==> src/rtl/clint.sv <==
// clint: core-local interruptor with msip, mtime/mtimecmp and prescaled timebase
module clint #(
  parameter int MTIME_DIV = 1,
  parameter int ADDR_WIDTH = 16,
  parameter int SIZE_WIDTH = 3,
  parameter int REG_DATA_WIDTH = 32,
  parameter int BUS_DATA_WIDTH = 32
) (
  input  logic                      clk,
  input  logic                      rst,
  input  logic [ADDR_WIDTH-1:0]     bus_clint_read_addr,
  input  logic [SIZE_WIDTH-1:0]     bus_clint_read_size,
  input  logic                      bus_clint_rd,
  input  logic [ADDR_WIDTH-1:0]     bus_clint_write_addr,
  input  logic [SIZE_WIDTH-1:0]     bus_clint_write_size,
  input  logic [REG_DATA_WIDTH-1:0] bus_clint_data,
  input  logic                      bus_clint_wr,
  output logic [BUS_DATA_WIDTH-1:0] clint_bus_data,
  output logic                      clint_int_software_req,
  output logic                      clint_int_timer_req
);
  localparam logic [ADDR_WIDTH-1:0] A_MSIP  = ADDR_WIDTH'(16'h0000);
  localparam logic [ADDR_WIDTH-1:0] A_CMPLO = ADDR_WIDTH'(16'h4000);
  localparam logic [ADDR_WIDTH-1:0] A_CMPHI = ADDR_WIDTH'(16'h4004);
  localparam logic [ADDR_WIDTH-1:0] A_MTLO  = ADDR_WIDTH'(16'hBFF8);
  localparam logic [ADDR_WIDTH-1:0] A_MTHI  = ADDR_WIDTH'(16'hBFFC);
  function automatic logic lanes_ok(input logic [1:0] off, input logic [SIZE_WIDTH-1:0] sz);
    return (sz == SIZE_WIDTH'(1) || sz == SIZE_WIDTH'(2) || sz == SIZE_WIDTH'(4)) &&
           ({2'b00, off} + 4'(sz) <= 4'd4);
  endfunction
  function automatic logic [31:0] size_mask(input logic [SIZE_WIDTH-1:0] sz);
    return sz == SIZE_WIDTH'(1) ? 32'h0000_00FF : sz == SIZE_WIDTH'(2) ? 32'h0000_FFFF : 32'hFFFF_FFFF;
  endfunction
  function automatic logic [31:0] merge(input logic [31:0] old, input logic [31:0] mask, input logic [31:0] data);
    return (old & ~mask) | (data & mask);
  endfunction
  logic [15:0] pre_q, pre_d;
  logic [63:0] mtime_q, mtime_d, cmp_q, cmp_d;
  logic msip_q, msip_d, timer_q, timer_d;
  logic [31:0] rdata_q, rdata_d;
  logic [ADDR_WIDTH-1:0] ra_w, wa_w;
  logic [31:0] rword, wmask, wdata;
  logic [1:0] roff, woff;
  logic tick, wvalid, mt_wr;
  always_comb begin
    ra_w = {bus_clint_read_addr[ADDR_WIDTH-1:2], 2'b00};
    wa_w = {bus_clint_write_addr[ADDR_WIDTH-1:2], 2'b00};
    roff = bus_clint_read_addr[1:0];
    woff = bus_clint_write_addr[1:0];
    tick = pre_q == 16'(MTIME_DIV - 1);
    pre_d = tick ? '0 : pre_q + 16'd1;
    rword = ra_w == A_MSIP  ? {31'b0, msip_q} :
            ra_w == A_CMPLO ? cmp_q[31:0] :
            ra_w == A_CMPHI ? cmp_q[63:32] :
            ra_w == A_MTLO  ? mtime_q[31:0] :
            ra_w == A_MTHI  ? mtime_q[63:32] : '0;
    rdata_d = !bus_clint_rd ? rdata_q :
              lanes_ok(roff, bus_clint_read_size) ? (rword >> {roff, 3'b000}) & size_mask(bus_clint_read_size) : '0;
    wvalid = bus_clint_wr && lanes_ok(woff, bus_clint_write_size);
    wmask = wvalid ? size_mask(bus_clint_write_size) << {woff, 3'b000} : '0;
    wdata = bus_clint_data[31:0] << {woff, 3'b000};
    msip_d = (wa_w == A_MSIP && wmask[0]) ? wdata[0] : msip_q;
    cmp_d = {wa_w == A_CMPHI ? merge(cmp_q[63:32], wmask, wdata) : cmp_q[63:32],
             wa_w == A_CMPLO ? merge(cmp_q[31:0], wmask, wdata) : cmp_q[31:0]};
    mt_wr = wvalid && (wa_w == A_MTLO || wa_w == A_MTHI);
    mtime_d = mt_wr ? {wa_w == A_MTHI ? merge(mtime_q[63:32], wmask, wdata) : mtime_q[63:32],
                       wa_w == A_MTLO ? merge(mtime_q[31:0], wmask, wdata) : mtime_q[31:0]}
                    : mtime_q + 64'(tick);
    timer_d = mtime_q >= cmp_q;
  end
  always_ff @(posedge clk) begin
    if (rst) begin
      pre_q   <= '0;
      mtime_q <= '0;
      cmp_q   <= '1;
      msip_q  <= 1'b0;
      timer_q <= 1'b0;
      rdata_q <= '0;
    end else begin
      pre_q   <= pre_d;
      mtime_q <= mtime_d;
      cmp_q   <= cmp_d;
      msip_q  <= msip_d;
      timer_q <= timer_d;
      rdata_q <= rdata_d;
    end
  end
  assign clint_bus_data = BUS_DATA_WIDTH'(rdata_q);
  assign clint_int_software_req = msip_q;
  assign clint_int_timer_req = timer_q;
endmodule

==> config.mk <==
export PLATFORM = sky130hd
export DESIGN_NAME = clint
export DESIGN_NICKNAME = d
export VERILOG_FILES = /design/src/rtl/clint.sv
export SDC_FILE = /design/constraint.sdc
export NUM_CORES = 1
export LEC_CHECK = 0
export BUFFER_PORTS_ARGS = -buffer_cell sky130_fd_sc_hd__buf_4
export CAP_MARGIN = 0
export CORE_ASPECT_RATIO = 1.75
export CORE_MARGIN = 10
export CORE_UTILIZATION = 60
export CTS_BUF_LIST = sky130_fd_sc_hd__clkbuf_8 sky130_fd_sc_hd__clkbuf_16
export DETAILED_ROUTE_END_ITERATION = 6
export PLACE_DENSITY = 0.84
export SLEW_MARGIN = 10
export SYNTH_ARGS = -nofsm -noshare
export SYNTH_HDL_FRONTEND = slang
export SYNTH_SLANG_ARGS = --single-unit
export TNS_END_PERCENT = 1
==> constraint.sdc <==
create_clock -name clk -period 5.05 [get_ports clk]
set_input_delay 1.515 -clock clk [delete_from_list [all_inputs] [get_ports clk]]
set_output_delay 1.515 -clock clk [all_outputs]
set_load 0.005 [all_outputs]
==> summary.md, run 1 <==
| Metric | Value |
|---|---|
| Critical Path AT | `4.40 ns` |
| MaxCap Viol Count | `0` |
| Leak pwr | `0.00619 uW` |
| Failing checks | `DRC` |
| Syn Nets | `1665` |
| DRC Markers | `18` |
| Area grow syn2layout | `13.0%` |
| Hold WC Path Type | `flip-flop to flip-flop` |
| CP Class | `flip-flop to flip-flop` |
| Crit share post-route | `79.9%` |
| Clk pwr share | `44.3%` |
| # rows | `68` |
| Post-CTS Resized | `0` |
| Rel. slew slack | `26.5%` |
| Slew @ Worst Pin | `1.09 ns` |
| Syn. warnings | `0` |
| Min cycle time layout | `4.04 ns` |
| Setup_tns | `0 ns` |
| Input/output buffers | `107` |
| CTS Sinks | `178` |
| Seq/Total Area, Yosys | `29.7%` |
| Worst setup path start | `pre_q[0]` |
| Fin area | `0.0135 sq mm` |
| Layout Nets | `1735` |
| Crit path max fanout | `11` |
| Gp weighted congestion | `0.990` |
| Gr ovfl total | `0` |
| IO Pins | `108` |
| CP endpoint kind | `flip-flop` |
| Status | `complete, but fails checks` |
| Post-synth EDFFs | `0` |
| CP Launch Type | `flip-flop` |
| Most used DFF post-synth | `dfxtp_1` |
| Routed Antenna Nets | `0` |
| Seq pwr share | `45.9%` |
| CTS buffer count | `17` |
| Count of state elements after synthesis | `178` |
| Via-to-Cell Ratio | `7.00` |
| Largest net degree at the start of global routing | `72` |
| Worst-path clk slew | `0.07 ns` |
| Int Power | `2240 uW` |
| Core outline area | `0.0197 sq mm` |
| Detailed Place HPWL | `33900 um` |
| Setup-failing EPs final | `0` |
| Worst VDD drop | `0.243 mV` |
| Synth cell types | `83` |
| Diode count | `0` |
| Layout cell share with drive strength beyond 1 | `13.1%` |
| Root buffer cell | `clkbuf_16` |
| Power Density | `227 mW/mm^2` |
| Synth cell count leaders | `dfxtp_1 (178), nand2_1 (168), nor2_1 (121), a21oi_1 (106), inv_1 (92)` |
| Cts hold-fix bufs | `0` |
| FFs w/ async S/R, synth | `0%` |
| Most frequent cell after synthesis | `dfxtp_1` |
| Clock Latency Late Sink | `0.46 ns` |
| Cell taking the most area after synthesis | `dfxtp_1` |
| Mapped cell area | `0.0120 sq mm` |
| Die Height | `207 um` |
| Die ar. | `0.0263 sq mm` |
| Post-detailed-route wirelength per cell | `24.6 um` |
| Sw Ratio | `27.1%` |
| Post-CTS setup buffer count | `0` |
| Final Hold Violating Endpoints | `0` |
| Global-route wire length before repair | `69600 um` |
| Req. time, crit path | `5.41 ns` |
| Combinational fraction of design power | `9.9%` |
| Via count | `12900` |
| CTS max path bufs | `2` |
| Die width | `127 um` |
| R2R Path Start | `pre_q[0]` |
| Synth area leaders | `dfxtp_1 (30%), ha_1 (7.5%), mux2i_1 (6.8%)` |
| Placed instance area | `0.0130 sq mm` |
| Final Max Slew Viols | `0` |
| Syn_area_per_cell | `7.90 sq um` |
| Final Skew | `0.0128 ns` |
| Yosys top cell area share | `29.7%` |
| CTS tree | `built` |
| Antenna violations before repair | `0` |
| RSZ-0062 raised after global routing | `no` |
| Drt total wl | `45500 um` |
| Maximum level of the CTS H-tree | `4` |
| DRT iter0 DRCs | `1583` |
| Iteration count of the initial detailed-routing pass | `7` |
| Gate Count Post-Synth | `1517` |
| Overall routing resource usage | `33.1%` |
| Max Clock Freq | `248 MHz` |
| Initial Utilization | `60.7%` |
| HP Start | `clint_bus_data[23]` |
| P_sw | `835 uW` |
| Vias in the first global route | `12600` |
==> final cells by class <==
type / count / area (sq um)
clock buffer: 17 / 425
timing repair buffer: 137 / 1040
inverter: 93 / 349
tap: 245 / 307
multi-input combinational: 1160 / 7700
fill: 1728 / 6190
sequential: 178 / 3560
clock inverter: 15 / 164
==> logic make-up after synthesis <==
logic type | count (synthesis) | share of synthesized area, %
xor+xnor | 18 | 1.31
mux | 95 | 8.17
simple gates | 545 | 23.1
flops | 178 | 29.7
compound gates | 428 | 23.7
buf+inv | 179 | 6.09
fa+ha+maj | 74 | 7.85
==> power by group through the flow <==
stage | Sequential, uW | Combinational [uW] | Clock [uW]
2_1_floorplan | 1440 | 156 | 0
3_3_place_gp | 1440 | 287 | 0
3_5_place_dp | 1440 | 291 | 0
4_1_cts | 1410 | 293 | 1350
5_1_grt | 1410 | 320 | 1410
6_report | 1410 | 305 | 1360
==> through the flow <==
step / hold slack (ns) / utilization (%) / power, uW / cells / setup WS (ns)
floorplan: 0.430 / - / 1600 / 1517 / 1.10
global placement: 0.449 / 65.6 / 1730 / 1813 / 0.822
detailed placement: 0.455 / 65.6 / 1740 / 1813 / 0.728
CTS: 0.467 / 68.6 / 3050 / 1845 / 1.12
global route: 0.499 / 68.6 / 3140 / 1845 / 0.837
finish: 0.468 / 68.6 / 3080 / 1845 / 1.01
==> routing by layer <==
| layer | track usage (%) | vias up | routed length (um) | part of all wire (%) |
|---|---|---|---|---|
| met5 | 0 | - | 0 | 0 |
| met4 | 28.9 | 0 | 4460 | 9.8 |
| met3 | 8.74 | 254 | 4410 | 9.7 |
| met2 | 54.3 | 847 | 21300 | 47 |
| met1 | 33.9 | 6018 | 15300 | 34 |
| li1 | - | 5794 | - | - |
==> critical path, cell delays in order, from the launching register on <==
cell and delay (ns):
dfxtp_1 0.34, inv_1 0.06, ha_1 0.13, nor4b_1 0.29, and4_1 0.37, ha_1 0.21
ha_1 0.19, nand2_1 0.21, nor4_4 0.43, nand4_4 0.28, nor4b_4 0.76, and4_1 0.35
a211oi_1 0.08, nor4_1 0.23
==> placed cells by master, fill, tap and decap left out, types with 13 or more instances in the layout <==
master / count
nor3_1: 32
inv_1: 92
nand2_1: 168
clkbuf_16: 17
dfxtp_1: 178
nor4_1: 15
and3_1: 23
and2_1: 18
ha_1: 72
buf_4: 136
mux2_2: 13
a22oi_1: 19
a31oi_1: 17
o21ai_0: 67
nand3_1: 44
a211oi_1: 21
a21oi_1: 106
nand4_1: 47
o22ai_1: 35
nor2b_1: 16
o211ai_1: 53
nor2_1: 121
mux2i_1: 81
==> final timing paths <==
| path | end | slack [ns] | cells past startpoint |
|---|---|---|---|
| max | flip-flop | 1.01 | 13 |
| min | clint_bus_data[23] | 0.47 | 2 |
| max reg2reg | flip-flop | 1.01 | 13 |
| min reg2reg | clint_bus_data[23] | 0.47 | 2 |
(Power assumes the default switching activity.)
==> run 2, diff against run 1 <==
ABC_AREA = 1   (was not set)
CORE_UTILIZATION = 56   (was 60)
PLACE_DENSITY = 0.82   (was 0.84)
clock period = 3.3 ns   (was 5.05 ns; I/O delays follow)
==> summary.md, run 2 <==
| Metric | Value |
|---|---|
| Leak pwr | `0.00777 uW (+26%)` |
| Synth cell count leaders | `nand2_1 (503), inv_1 (258), nor2_1 (254), nand3_1 (247), dfxtp_1 (178)` |
| Input/output buffers | `107 (unchanged)` |
| Final WS setup | `0.287 ns (-0.726 ns)` |
| Post-detailed-route wirelength per cell | `22.5 um (-8.6%)` |
| Syn_area_per_cell | `6.21 sq um (-21%)` |
| Setup-failing EPs final | `0 (unchanged)` |
| Layout cell share with drive strength beyond 1 | `12.5% (-0.60 points)` |
| Die width | `137 um (+8.3%)` |
| Maximum level of the CTS H-tree | `4 (unchanged)` |
| Hold Path Sink | `clint_bus_data[28]` |
| Rel. slew slack | `50.4% (+24 points)` |
| Synth cell types | `48 (-42%)` |
| Critical Path AT | `3.36 ns (-1.04 ns)` |
| Combinational fraction of design power | `10.9% (+1.0 points)` |
| CTS max path bufs | `2 (unchanged)` |
| Via-to-Cell Ratio | `6.17 (-12%)` |
| Mapped cell area | `0.0135 sq mm (+13%)` |
| Most common cell after layout, fill and taps aside | `nand2_1` |
| CP Class | `flip-flop to flip-flop` |
| Routed Antenna Nets | `0 (unchanged)` |
| Worst path max stage delay | `0.34 ns (-0.42 ns)` |
| Iteration count of the initial detailed-routing pass | `7 (unchanged)` |
| Drt total wl | `59500 um (+31%)` |
| Global-route wire length before repair | `89800 um (+29%)` |
| Hold WC Path Type | `flip-flop to flip-flop` |
| Power Density | `297 mW/mm^2 (+31%)` |
| Seq pwr share | `46.0% (about the same)` |
| Gr ovfl total | `0 (unchanged)` |
| Clock Latency Late Sink | `0.46 ns (about the same)` |
| P_sw | `1290 uW (+55%)` |
| Most frequent cells in the layout | `nand2_1 (503), inv_1 (259), nor2_1 (252), nand3_1 (247), buf_4 (200)` |
| Seq/Total Area, Yosys | `26.4% (-3.3 points)` |
| Cts hold-fix bufs | `0 (unchanged)` |
| Largest net degree at the start of global routing | `116 (+61%)` |
| Syn Nets | `2321 (+39%)` |
| Fin cells | `2640 (+43%)` |
| Worst VDD drop | `0.410 mV (+68%)` |
| Worst-path clk slew | `0.07 ns (about the same)` |
| HP Start | `clint_bus_data[28]` |
| R2R Path Start | `pre_q[0]` |
| Final Skew | `0.0173 ns (+0.00447 ns)` |
| Setup Slack @ Placement | `0.0291 ns (-0.699 ns)` |
| Final Max Slew Viols | `0 (unchanged)` |
| Initial Utilization | `56.6% (-4.1 points)` |
| Most used DFF post-synth | `dfxtp_1` |
| Synth area leaders | `dfxtp_1 (26%), nand2_1 (14%), nand3_1 (9.2%)` |
| Yosys top cell area share | `26.4% (-3.3 points)` |
| Post-CTS setup buffer count | `0 (unchanged)` |
| FFs w/ async S/R, synth | `0% (unchanged)` |
| DRC Markers | `0 (-18)` |
| Via count | `16300 (+26%)` |
| CTS buffer count | `17 (unchanged)` |
| Sw Ratio | `27.5% (+0.39 points)` |
| Critical Path Slowest Stage Cell | `dfxtp_1` |
| Antenna violations before repair | `1 (+1)` |
| DRT iter0 DRCs | `1824 (+15%)` |
| Die ar. | `0.0310 sq mm (+18%)` |
| MaxCap Viol Count | `0 (unchanged)` |
| Vias in the first global route | `15700 (+25%)` |
| Post-CTS Resized | `0 (unchanged)` |
| IO Pins | `108 (unchanged)` |
| Overall routing resource usage | `38.3% (+5.2 points)` |
| Gp weighted congestion | `1.08 (+8.9%)` |
| CTS tree | `built` |
| CTS Sinks | `178 (unchanged)` |
| Die Height | `225 um (+8.9%)` |
| Critical path's most frequent cell | `nor2_1` |
| Layout Nets | `2466 (+42%)` |
| Int Power | `3400 uW (+52%)` |
| Register-to-register setup slack | `0.29 ns (-0.73 ns)` |
| Final Hold Violating Endpoints | `0 (unchanged)` |
| Placed Instances | `2607 (+44%)` |
| Area grow syn2layout | `17.0%` |
| Status | `finished clean` |
| Crit-path cells | `inv_1, ha_1, nand4_1, nor4_1, buf_4, ha_1, buf_4, nand3_2, nor2_4, nand2_2, nor2_4, nand3_1, nor2_1, nand3_1, nor2_1, nor2_1, a21oi_1, nor2_1` |
| Top delay family on crit path | `simple AND/OR/NAND/NOR gates` |
| Syn. warnings | `0 (unchanged)` |
| Most frequent cell after synthesis | `nand2_1` |
| Min cycle time layout | `3.01 ns (-1.02 ns)` |
| Setup_tns | `0 ns (unchanged)` |
| Crit path max fanout | `6 (-5)` |
| Max Clock Freq | `332 MHz (+34%)` |
| Clk pwr share | `43.1% (-1.2 points)` |
| Fill cell count | `2227 (+29%)` |
| Slew @ Worst Pin | `0.741 ns (-0.354 ns)` |
| CP endpoint kind | `flip-flop` |
| Cell taking the most area after synthesis | `dfxtp_1` |
| CP Launch Type | `flip-flop` |
| Post-synth EDFFs | `0 (unchanged)` |
| Core outline area | `0.0238 sq mm (+21%)` |
| Detailed Place HPWL | `47400 um (+40%)` |
| Gate Count Post-Synth | `2173 (+43%)` |
| Tot Pwr | `4690 uW (+52%)` |
| Req. time, crit path | `3.65 ns (-1.76 ns)` |
| Crit share post-route | `91.3% (+11 points)` |
| Worst path bufs/invs | `3 (+2)` |
| # rows | `75 (+10%)` |
| Count of state elements after synthesis | `178 (unchanged)` |
| R2R cell count | `18 (+5)` |
| Hold path cells | `2 (unchanged)` |
| Hold WS | `0.467 ns (-0.000708 ns)` |
| Root buffer cell | `clkbuf_16` |
| RSZ-0062 raised after global routing | `no` |
==> run 2: changes by cell type after synthesis, sizes merged, moves of 21 or more <==
cell    previous run  this run
mux2i             81         0
nand3             45       250
nor2             123       262
o21ai             68       100
inv               93       266
a211oi            21         0
o211ai            53        99
a21oi            106       141
nand2            169       511
o22ai             35         3
xor2              12        42
==> run 2: cell families (layout without fill, tap and decap cells) <==
kind of cell	Yosys count	count (layout)	share of synthesized area, %
compound gates	372	372	16.4
other cells	0	1	0
simple gates	1149	1149	37.0
buf+inv	354	512	10.3
flops	178	178	26.4
fa+ha+maj	74	74	6.97
xor+xnor	46	46	2.98
==> run 2: stage by stage <==
stage	instance area [sq um]	util, %
finish	15800	66.3
detailed placement	15200	63.9
floorplan	13500	-
CTS	15800	66.3
global placement	15200	63.9
global route	15800	66.3
==> run 2: worst max path at each step <==
stage	startpoint	end	slack (ns)	depth (start not counted)
2_1_floorplan	bus_clint_read_addr[1]	clint_bus_data[19]	0.1	13
3_3_place_gp	bus_clint_write_addr[0]	flip-flop	0.05	16
3_5_place_dp	bus_clint_write_addr[0]	flip-flop	0.03	16
4_1_cts	pre_q[0]	flip-flop	0.39	18
5_1_grt	pre_q[0]	flip-flop	0.02	17
6_report	pre_q[0]	flip-flop	0.29	18
==> run 2: final cells by class <==
| cell class | count | area [sq um] | area share (%) |
|---|---|---|---|
| Clock buffer | 18 | 439 | 2.78 |
| Timing Repair Buffer | 211 | 1720 | 10.9 |
| Tap cell | 308 | 385 | 2.44 |
| Sequential cell | 178 | 3560 | 22.6 |
| Inverter | 269 | 1010 | 6.40 |
| Clock inverter | 14 | 128 | 0.808 |
| Multi-Input combinational cell | 1641 | 8550 | 54.1 |
| Antenna cell | 1 | 2.50 | 0.0158 |
==> run 2: worst reg2reg max path, delay by kind of cell, from the launching register on <==
kind,cells,cell delay (ns)
simple gates,12,1.74
fa+ha+maj,2,0.32
buf+inv,3,0.39
flops,1,0.34
compound gates,1,0.11
==> run 2: power groups by stage <==
stage | clock network (uW) | registers, uW | logic, uW
after floorplan | 0 | 2210 | 243
final | 2020 | 2160 | 512
after global routing | 2100 | 2160 | 545
after detailed placement | 0 | 2210 | 491
after global placement | 0 | 2210 | 479
after CTS | 2020 | 2160 | 492
==> run 2: layer usage <==
layer	vias up	routed length [um]	global-route usage, %	part of all wire (%)
met5	-	0	0.692	0
met2	1032	27600	62.4	46
li1	7511	-	-	-
met4	0	6730	35.5	11
met1	7415	20000	40.1	34
met3	338	5130	7.54	8.6
